**config.mk**
```make
export PLATFORM = sky130hd
export DESIGN_NAME = crypto_engine
export DESIGN_NICKNAME = d
export VERILOG_FILES = /design/src/rtl/crypto_pkg.sv /design/src/rtl/crypto_round.sv /design/src/rtl/crypto_engine.sv
export SDC_FILE = /design/constraint.sdc
export NUM_CORES = 1
export LEC_CHECK = 0
export ABC_AREA = 1
export BUFFER_PORTS_ARGS = -buffer_cell sky130_fd_sc_hd__buf_2
export CORE_MARGIN = 4
export CORE_UTILIZATION = 55
export DETAILED_ROUTE_END_ITERATION = 8
export PLACE_DENSITY = 0.89
export SLEW_MARGIN = 10
export SYNTH_ARGS = -nofsm -noshare
export SYNTH_HDL_FRONTEND = slang
export SYNTH_SLANG_ARGS = --single-unit
```
**constraint.sdc**
```tcl
create_clock -name clk -period 3.4 [get_ports clk]
set_input_delay 0.68 -clock clk [delete_from_list [all_inputs] [get_ports clk]]
set_output_delay 0.68 -clock clk [all_outputs]
set_load 0.005 [all_outputs]
```
**src/rtl/crypto_pkg.sv**
```systemverilog
// Shared types and constants for the iterative block cipher engine.
// Holds the controller state encoding and the mode select values.
package crypto_pkg;

   typedef enum logic [1:0] {
      IDLE = 2'd0,
      RUN  = 2'd1,
      DONE = 2'd2
   } state_t;

   localparam logic MODE_ENC = 1'b0;
   localparam logic MODE_DEC = 1'b1;

endpackage

```
**src/rtl/crypto_round.sv**
```systemverilog
// One combinational cipher round (encrypt or decrypt) together with
// derivation of the round key from the base key and the round index.
import crypto_pkg::*;

module crypto_round #(
   parameter int DATA_W = 19,
   parameter int ROT    = 5,
   parameter int CNT_W  = 3
) (
   input  logic              i_mode,
   input  logic [DATA_W-1:0] i_data,
   input  logic [DATA_W-1:0] i_key,
   input  logic [CNT_W-1:0]  i_round,
   output logic [DATA_W-1:0] o_data
);

   logic [31:0]       w_amt;
   logic [DATA_W-1:0] w_rk;
   logic [DATA_W-1:0] w_encMix;
   logic [DATA_W-1:0] w_encRot;
   logic [DATA_W-1:0] w_enc;
   logic [DATA_W-1:0] w_decSub;
   logic [DATA_W-1:0] w_decRot;
   logic [DATA_W-1:0] w_dec;

   // A right shift by the full width yields zero, so rotate-by-zero needs no special case.
   assign w_amt = 32'(i_round) % 32'(DATA_W);
   assign w_rk  = ((i_key << w_amt) | (i_key >> (32'(DATA_W) - w_amt))) ^ DATA_W'(i_round);

   assign w_encMix = i_data ^ w_rk;
   assign w_encRot = {w_encMix[DATA_W-ROT-1:0], w_encMix[DATA_W-1:DATA_W-ROT]};
   assign w_enc    = w_encRot + w_rk;

   // Decrypt undoes the add, then the rotate, then the xor, in reverse order.
   assign w_decSub = i_data - w_rk;
   assign w_decRot = {w_decSub[ROT-1:0], w_decSub[DATA_W-1:ROT]};
   assign w_dec    = w_decRot ^ w_rk;

   assign o_data = (i_mode == MODE_DEC) ? w_dec : w_enc;

endmodule

```
**src/rtl/crypto_engine.sv**
```systemverilog
// Iterative cipher engine: latches operands on start, runs one round per
// cycle, then pulses done for one cycle with the registered result.
import crypto_pkg::*;

module crypto_engine #(
   parameter int DATA_W = 19,
   parameter int ROUNDS = 4,
   parameter int ROT    = 5
) (
   input  logic              clk,
   input  logic              rst,
   input  logic              start,
   input  logic              mode,
   input  logic [DATA_W-1:0] data_in,
   input  logic [DATA_W-1:0] key_in,
   output logic              ready,
   output logic              busy,
   output logic              done,
   output logic [DATA_W-1:0] result
);

   localparam int CNT_W = $clog2(ROUNDS) + 1;
   localparam logic [CNT_W-1:0] LAST_IDX = CNT_W'(ROUNDS - 1);

   state_t            r_state;
   logic              r_ready;
   logic              r_busy;
   logic              r_done;
   logic              r_mode;
   logic [CNT_W-1:0]  r_cnt;
   logic [DATA_W-1:0] r_data;
   logic [DATA_W-1:0] r_key;
   logic [DATA_W-1:0] r_result;
   logic [DATA_W-1:0] w_roundOut;
   logic              w_lastRound;

   crypto_round #(
      .DATA_W (DATA_W),
      .ROT    (ROT),
      .CNT_W  (CNT_W)
   ) u_round (
      .i_mode  (r_mode),
      .i_data  (r_data),
      .i_key   (r_key),
      .i_round (r_cnt),
      .o_data  (w_roundOut)
   );

   // Encrypt walks round indices upward, decrypt walks them back down to zero.
   assign w_lastRound = (r_mode == MODE_DEC) ? (r_cnt == '0) : (r_cnt == LAST_IDX);

   always_ff @(posedge clk) begin
      if (rst) begin
         r_state  <= IDLE;
         r_ready  <= 1'b1;
         r_busy   <= 1'b0;
         r_done   <= 1'b0;
         r_mode   <= MODE_ENC;
         r_cnt    <= '0;
         r_data   <= '0;
         r_key    <= '0;
         r_result <= '0;
      end else begin
         case (r_state)
            IDLE: begin
               if (start) begin
                  r_mode  <= mode;
                  r_data  <= data_in;
                  r_key   <= key_in;
                  r_cnt   <= (mode == MODE_DEC) ? LAST_IDX : '0;
                  r_state <= RUN;
                  r_ready <= 1'b0;
                  r_busy  <= 1'b1;
               end
            end
            RUN: begin
               r_data <= w_roundOut;
               if (w_lastRound) begin
                  r_result <= w_roundOut;
                  r_state  <= DONE;
                  r_busy   <= 1'b0;
                  r_done   <= 1'b1;
               end else if (r_mode == MODE_DEC) begin
                  r_cnt <= r_cnt - 1'b1;
               end else begin
                  r_cnt <= r_cnt + 1'b1;
               end
            end
            DONE: begin
               r_state <= IDLE;
               r_done  <= 1'b0;
               r_ready <= 1'b1;
            end
            default: begin
               r_state <= IDLE;
               r_ready <= 1'b1;
               r_busy  <= 1'b0;
               r_done  <= 1'b0;
            end
         endcase
      end
   end

   assign ready  = r_ready;
   assign busy   = r_busy;
   assign done   = r_done;
   assign result = r_result;

endmodule

```
[Word-level counts from Yosys, hierarchy flattened]
Index checks and enable logic that the tools add are counted.
Storage, ports and cells
  bits in registers: 66
  bits of input ports: 42
  output and inout port bits: 22
  word-level logic and storage cells: 60
Operators by class
  add/subtract/negate cells: 5
  divide/modulo/power cells: 1
  eq/ne operators: 6
  shift-type cells: 2
  mux-type cells: 19
  bitwise gates (word level): 7
  reduce and logical (&&, ||, !) cells: 11
Operator list (number)
  2-to-1 mux 19 bit: 2
  one-hot mux 19 bit (2 select lines): 1
  bitwise XOR 19 bit: 2
  remainder unit 3 x 5 -> 32 bit, second input constant: 1
  << shifter 19 x 32 -> 19 bit: 1
  >> shifter 19 x 32 -> 19 bit: 1
  subtractor 5 x 32 -> 32 bit, first input constant: 1
  adder 19 bit: 1
  OR 19 bit: 1
  subtractor 19 bit: 1
  bitwise XOR 19 x 3 -> 19 bit: 1
  AND reduction 2 bit: 6
  2-to-1 mux 3 bit: 3
  2-to-1 mux 2 bit: 3
  inequality test 2 bit, second input constant: 3
  one-hot mux 3 bit (2 select lines): 1
  AND reduction 3 bit: 2
  2-to-1 mux 1 bit: 5
  one-hot mux 1 bit (2 select lines): 2
  one-hot mux 2 bit (2 select lines): 1
  adder 3 x 1 -> 3 bit, second input constant: 1
  equality test 3 x 2 -> 1 bit, second input constant: 1
  zero test 3 bit: 1
  inverter 1 bit: 3
  other kinds (6): 6

[Depth between registers and ports, before layout]
  depth in word-level cells: 9
  depth in mapped cells: 26
  mapped depth without buffers: 25

[By module]
From an unflattened synthesis, not the netlist that was laid out.
Second synthesis, totals
  cell total of the unflattened synthesis: 933
  area total of the unflattened synthesis: 5830.6 um2
By module, submodules not included
  crypto_round: instances 1, cells each 619, area each 3323.2 um2, seq. area each 0.0 um2
  crypto_engine: instances 1, cells each 314, area each 2507.4 um2, seq. area each 1321.3 um2

[Worst setup path before layout]
No wires, ideal clock.
  path type: register to register
  start point: register r_cnt[0]
  end point: register r_data[16]
  setup time: 0.132 ns
  arrival: 3.020 ns
  required time: 3.268 ns
  setup slack: 0.248 ns
  stages on the path, launching flop included: 25
  path buffers: 2
  period minus slack after synthesis: 3.152 ns
  path through: dfxtp_1 -> buf_6 -> buf_4 -> nand2_1 -> nand2_1 -> inv_1 -> nand2_1 -> o21ai_0 -> o21ai_1 -> inv_1 -> ha_1 -> inv_1 -> ha_1 -> a21oi_1 -> o21ai_0 -> a21oi_1 -> nand2_1 -> nand2_1 -> nand2_2 -> nand3_1 -> nand3_1 -> nand3_1 -> nand3_1 -> nand2_1 -> a21oi_2
Between the ends
  longest elaborated chain between the ends: 9
  elaborated cells between the ends (all ways): 12
  classes of those cells: add/sub (3); div (1); shift (2); mux (2); bitwise (4)
Ends and longest elaborated chain
  from (decl): RTL line crypto_engine.sv:30  | logic [CNT_W-1:0] r_cnt;
  from (signal assigned): RTL line crypto_engine.sv:70  | r_cnt <= (mode == MODE_DEC) ? LAST_IDX : '0;
  from (signal assigned): RTL line crypto_engine.sv:84  | r_cnt <= r_cnt - 1'b1;
  from (signal assigned): RTL line crypto_engine.sv:86  | r_cnt <= r_cnt + 1'b1;
  remainder unit 3 x 5 -> 32 bit: RTL line crypto_round.sv:27  | assign w_amt = 32'(i_round) % 32'(DATA_W);
  subtractor 5 x 32 -> 32 bit: RTL line crypto_round.sv:28  | assign w_rk = ((i_key << w_amt) | (i_key >> (32'(DATA_W) - w_amt))) ^ DATA_W'(i_round);
  >> shifter 19 x 32 -> 19 bit: RTL line crypto_round.sv:28
  OR 19 bit: RTL line crypto_round.sv:28
  bitwise XOR 19 x 3 -> 19 bit (*): RTL line crypto_round.sv:28
  bitwise XOR 19 bit or subtractor 19 bit (tied branches): RTL line crypto_round.sv:30, crypto_round.sv:35
  adder 19 bit or bitwise XOR 19 bit (tied branches): RTL line crypto_round.sv:32, crypto_round.sv:37
  2-to-1 mux 19 bit (*): RTL line crypto_round.sv:39  | assign o_data = (i_mode == MODE_DEC) ? w_dec : w_enc;
  one-hot mux 19 bit (2 select lines) (*): RTL line crypto_engine.sv:64  | case (r_state)
  to (signal assigned): RTL line crypto_engine.sv:68  | r_data <= data_in;
  to (signal assigned): RTL line crypto_engine.sv:77  | r_data <= w_roundOut;
  to (decl): RTL line crypto_engine.sv:31  | logic [DATA_W-1:0] r_data;
Every way passes the cells marked *; elsewhere a longest branch is shown, timed or not.
A chain may end at the register's enable or synchronous reset.

[Final worst setup path]
  start point: register r_cnt[0]
  end point: register r_result[17], in the netlist result[17]
Between the ends
  longest elaborated chain between the ends: 8
  elaborated cells between the ends (all ways): 15
  classes of those cells: add/sub (3); div (1); eq/ne (1); shift (2); mux (2); bitwise (4); reduce/logical (2)
Ends and longest elaborated chain
  remainder unit 3 x 5 -> 32 bit: RTL line crypto_round.sv:27
  subtractor 5 x 32 -> 32 bit: RTL line crypto_round.sv:28
  >> shifter 19 x 32 -> 19 bit: RTL line crypto_round.sv:28
  OR 19 bit: RTL line crypto_round.sv:28
  bitwise XOR 19 x 3 -> 19 bit: RTL line crypto_round.sv:28
  bitwise XOR 19 bit or subtractor 19 bit (tied branches): RTL line crypto_round.sv:30, crypto_round.sv:35
  adder 19 bit or bitwise XOR 19 bit (tied branches): RTL line crypto_round.sv:32, crypto_round.sv:37
  2-to-1 mux 19 bit: RTL line crypto_round.sv:39
  to (signal assigned): RTL line crypto_engine.sv:79  | r_result <= w_roundOut;
  to (decl): RTL line crypto_engine.sv:33  | logic [DATA_W-1:0] r_result;
Parallel ways exist; a longest one is shown, timed or not.

==> impl_metrics.tcl <==
set metrics [dict create \
    syn_area_sq_um 5869 \
    grt.total_usage_pct 31.17 \
    end_kind "flop" \
    final_common_cell "nand2_1" \
    ys_ff_latch 66 \
    synth.top_cell.area_share_pct 22.51 \
    hold_slack_ns 0.4689 \
    grt_pass1_vias 6142 \
    clock_skew_ns 0.007734 \
    clkSlewWorstSetupHoldPaths_ns 0.08 \
    crit_path_frequent_cell "nand2_1" \
    path_class "reg -> reg" \
    die_x_um 111.3 \
    fmax_mhz 292.4 \
    slew-limit-headroom_pct 20.27 \
    place_ws_ns 0.01285 \
    slew_viol_final 0 \
    insertion_delay_ns 0.35 \
    slowest_delay_ns 0.46 \
    register_area_sq_um 1326 \
    route.vias.total 6972 \
    worstSetupStartpointType "flop" \
    syn_nets 1032 \
    cts.path.max_buffers 2 \
    drt_iter0_markers 726 \
    cp.arrival_ns 3.65 \
    cp.required_ns 3.63 \
    cts_htree_levels 3 \
    period_minus_slack_ns 3.420 \
    route.antenna.remaining_nets 0 \
    hold_path_class "reg -> reg" \
    die_h_um 111.3 \
    postLayoutSetupSlackWorst_ns -0.02027 \
    cts_buffers 9 \
    initial_core_util_pct 56.60 \
    io-pin-count 64 \
    cts_tree "yes" \
    wirelength_um 20900 \
    clock-sinks 66 \
    viasPerCell 5.743 \
    n_antenna_cell 0 \
    worst_pin_slew_ns 1.195 \
    grt_pass1_wl_um 31310 \
    layout_common_cells "209 x nand2_1, 112 x nor2_1, 93 x nand3_1" \
    final_core_util_pct 72.06 \
    core_sq_um 10370 \
    post-dp-hpwl_um 15940 \
    irDropWorstVdd_v 0.0004731 \
    fin_crit_sh_pct 100.6 \
    root_buffer "clkbuf_8" \
    grt_max_degree 41 \
    max_cap_viol_count 0 \
    io_buffer_count 63 \
    leakage_nw 3.708 \
    layout.nets 1153 \
    slowest_stage "dfxtp_4" \
    ctsHoldBuffers 0 \
    yosys_warnings 0 \
    ys_seq_area_share_pct 22.51 \
    dieArea_sq_um 12390 \
    postSynthCellCount 953 \
    grt_setup_unrepaired "true" \
    drive_gt1_share_pct 26.90 \
    overflow 0 \
    setup_violations 1 \
    path_max_fanout 6 \
    antenna_found_initial 0 \
    syn_avg_cell_area_sq_um 6.159 \
    finalHoldViolations 0 \
    fill_cells 878 \
    drtPass1Iterations 7 \
    multi_input_area_sq_um 4382 \
    power.density_nw_per_um2 868.7 \
    area_growth_pct 27.31 \
    drc 0 \
    synth.distinct_cells 42 \
    wl_per_cell_um 17.22 \
    gp_congestion 1.158 \
    synth.area.top_cells "dfxtp_1 23%, nand2_1 14%, nand3_1 8.4%" \
    status "finished, violations left" \
    crit_chain "buf_8 -> nand2_1 -> nand2_1 -> o21ai_0 -> o21ai_1 -> inv_1 -> ha_4 -> inv_2 -> ha_4 -> nand2_2 -> nor2_4 -> inv_2 -> nor4_4 -> buf_4 -> nand4_1 -> nand3_1 -> nand2_1 -> nand3_2 -> nand3_1 -> o211ai_1 -> inv_1" \
    synth_top_area_cell "dfxtp_1" \
    violations "negative setup slack" \
    rows 37 \
]
## Yosys cell counts, drive strengths merged
cell / n
nand2: 240
nor2: 117
nand3: 106
inv: 104
o21ai: 88
a21oi: 71
dfxtp: 66
ha: 36
clkbuf: 24
xor2: 24
o211ai: 15
buf: 13
or2: 9
nand4: 8
nor3: 7
a31oi: 6
a21o: 3
nand3b: 3
nor4: 3
and2: 2
xnor2: 2
a211oi: 1
a221oi: 1
fa: 1
o21a: 1
o21bai: 1
o311ai: 1
## worst paths after layout
kind	startpoint	to	slack, ns	cells after the start
worst max-delay path	r_cnt[0]$_SDFFE_PP0P_	result[17]$_SDFFE_PP0P_	-0.02	21
worst min-delay path	done$_SDFFE_PP0P_	done$_SDFFE_PP0P_	0.47	2
worst max register to register	r_cnt[0]$_SDFFE_PP0P_	result[17]$_SDFFE_PP0P_	-0.02	21
worst min register to register	done$_SDFFE_PP0P_	done$_SDFFE_PP0P_	0.47	2
## state kept, by name, summed over array words and instances (netlist names)
signal and cells:
ready 1, r_cnt 3, r_data 19, busy 1
done 1, r_key 19, result 19, r_mode 1
r_state 2
## timing repair
| action | in CTS | in global routing |
|---|---|---|
| cloned | 0 | 2 |
| setup buffers | 0 | 6 |
| resized for setup | 4 | 107 |
| endpoints found under the setup margin | 6 | 30 |
| pin swaps | 0 | 20 |
## per-stage QoR
stage	instances	power [W]	setup TNS (ns)	cell area [sq um]
finish	1214	0.006491	-0.02027	7472
detailed placement	1191	0.005125	0	6735
floorplan	953	0.003642	0	5869
global placement	1191	0.005078	0	6735
global route	1214	0.006940	-0.7885	7472
CTS	1206	0.005781	0	6928
## per-layer routing
metal  GRT usage (%)  vias up  routed length, um
met2           47.49      384               9051
met5               0        -                  0
met4           8.110        0                628
li1                -     3380                  -
met1           43.79     3153               8703
met3           8.188       55               2518
## power breakdown
group / switching (W) / internal [W] / total [W]
combinational: 0.00295 / 0.00191 / 0.00486
sequential: 0.000110 / 0.000889 / 0.000999
clock: 0.000325 / 0.000307 / 0.000632
## cells by family (layout without fill, tap and decap cells)
kind of cell    Yosys count  in the layout  synth area share [%]
compound gates          188            188                 17.82
xor+xnor                 26             26                 4.136
fa+ha+maj                37             37                 8.015
buf+inv                 141            266                 9.934
flops                    66             66                 22.51
simple gates            495            495                 37.58
## cell type report
cell class / instances / area share (%)
Multi-Input combinational cell: 746 / 58.64
Sequential cell: 66 / 17.75
Timing Repair Buffer: 147 / 13.43
Inverter: 104 / 5.425
Tap cell: 136 / 2.277
Clock buffer: 11 / 2.026
Clock inverter: 4 / 0.4521
## critical path: cells and delay by family (launching register included)
kind	cells	cell delay, ns
AND/OR/NAND/NOR	10	1.18
AO/OA/AOI/OAI	3	0.47
adder cells (fa/ha/maj)	2	0.56
flip-flops	1	0.46
buffers and inverters	6	0.60
No activity file was read; power rests on OpenSTA's default activity.
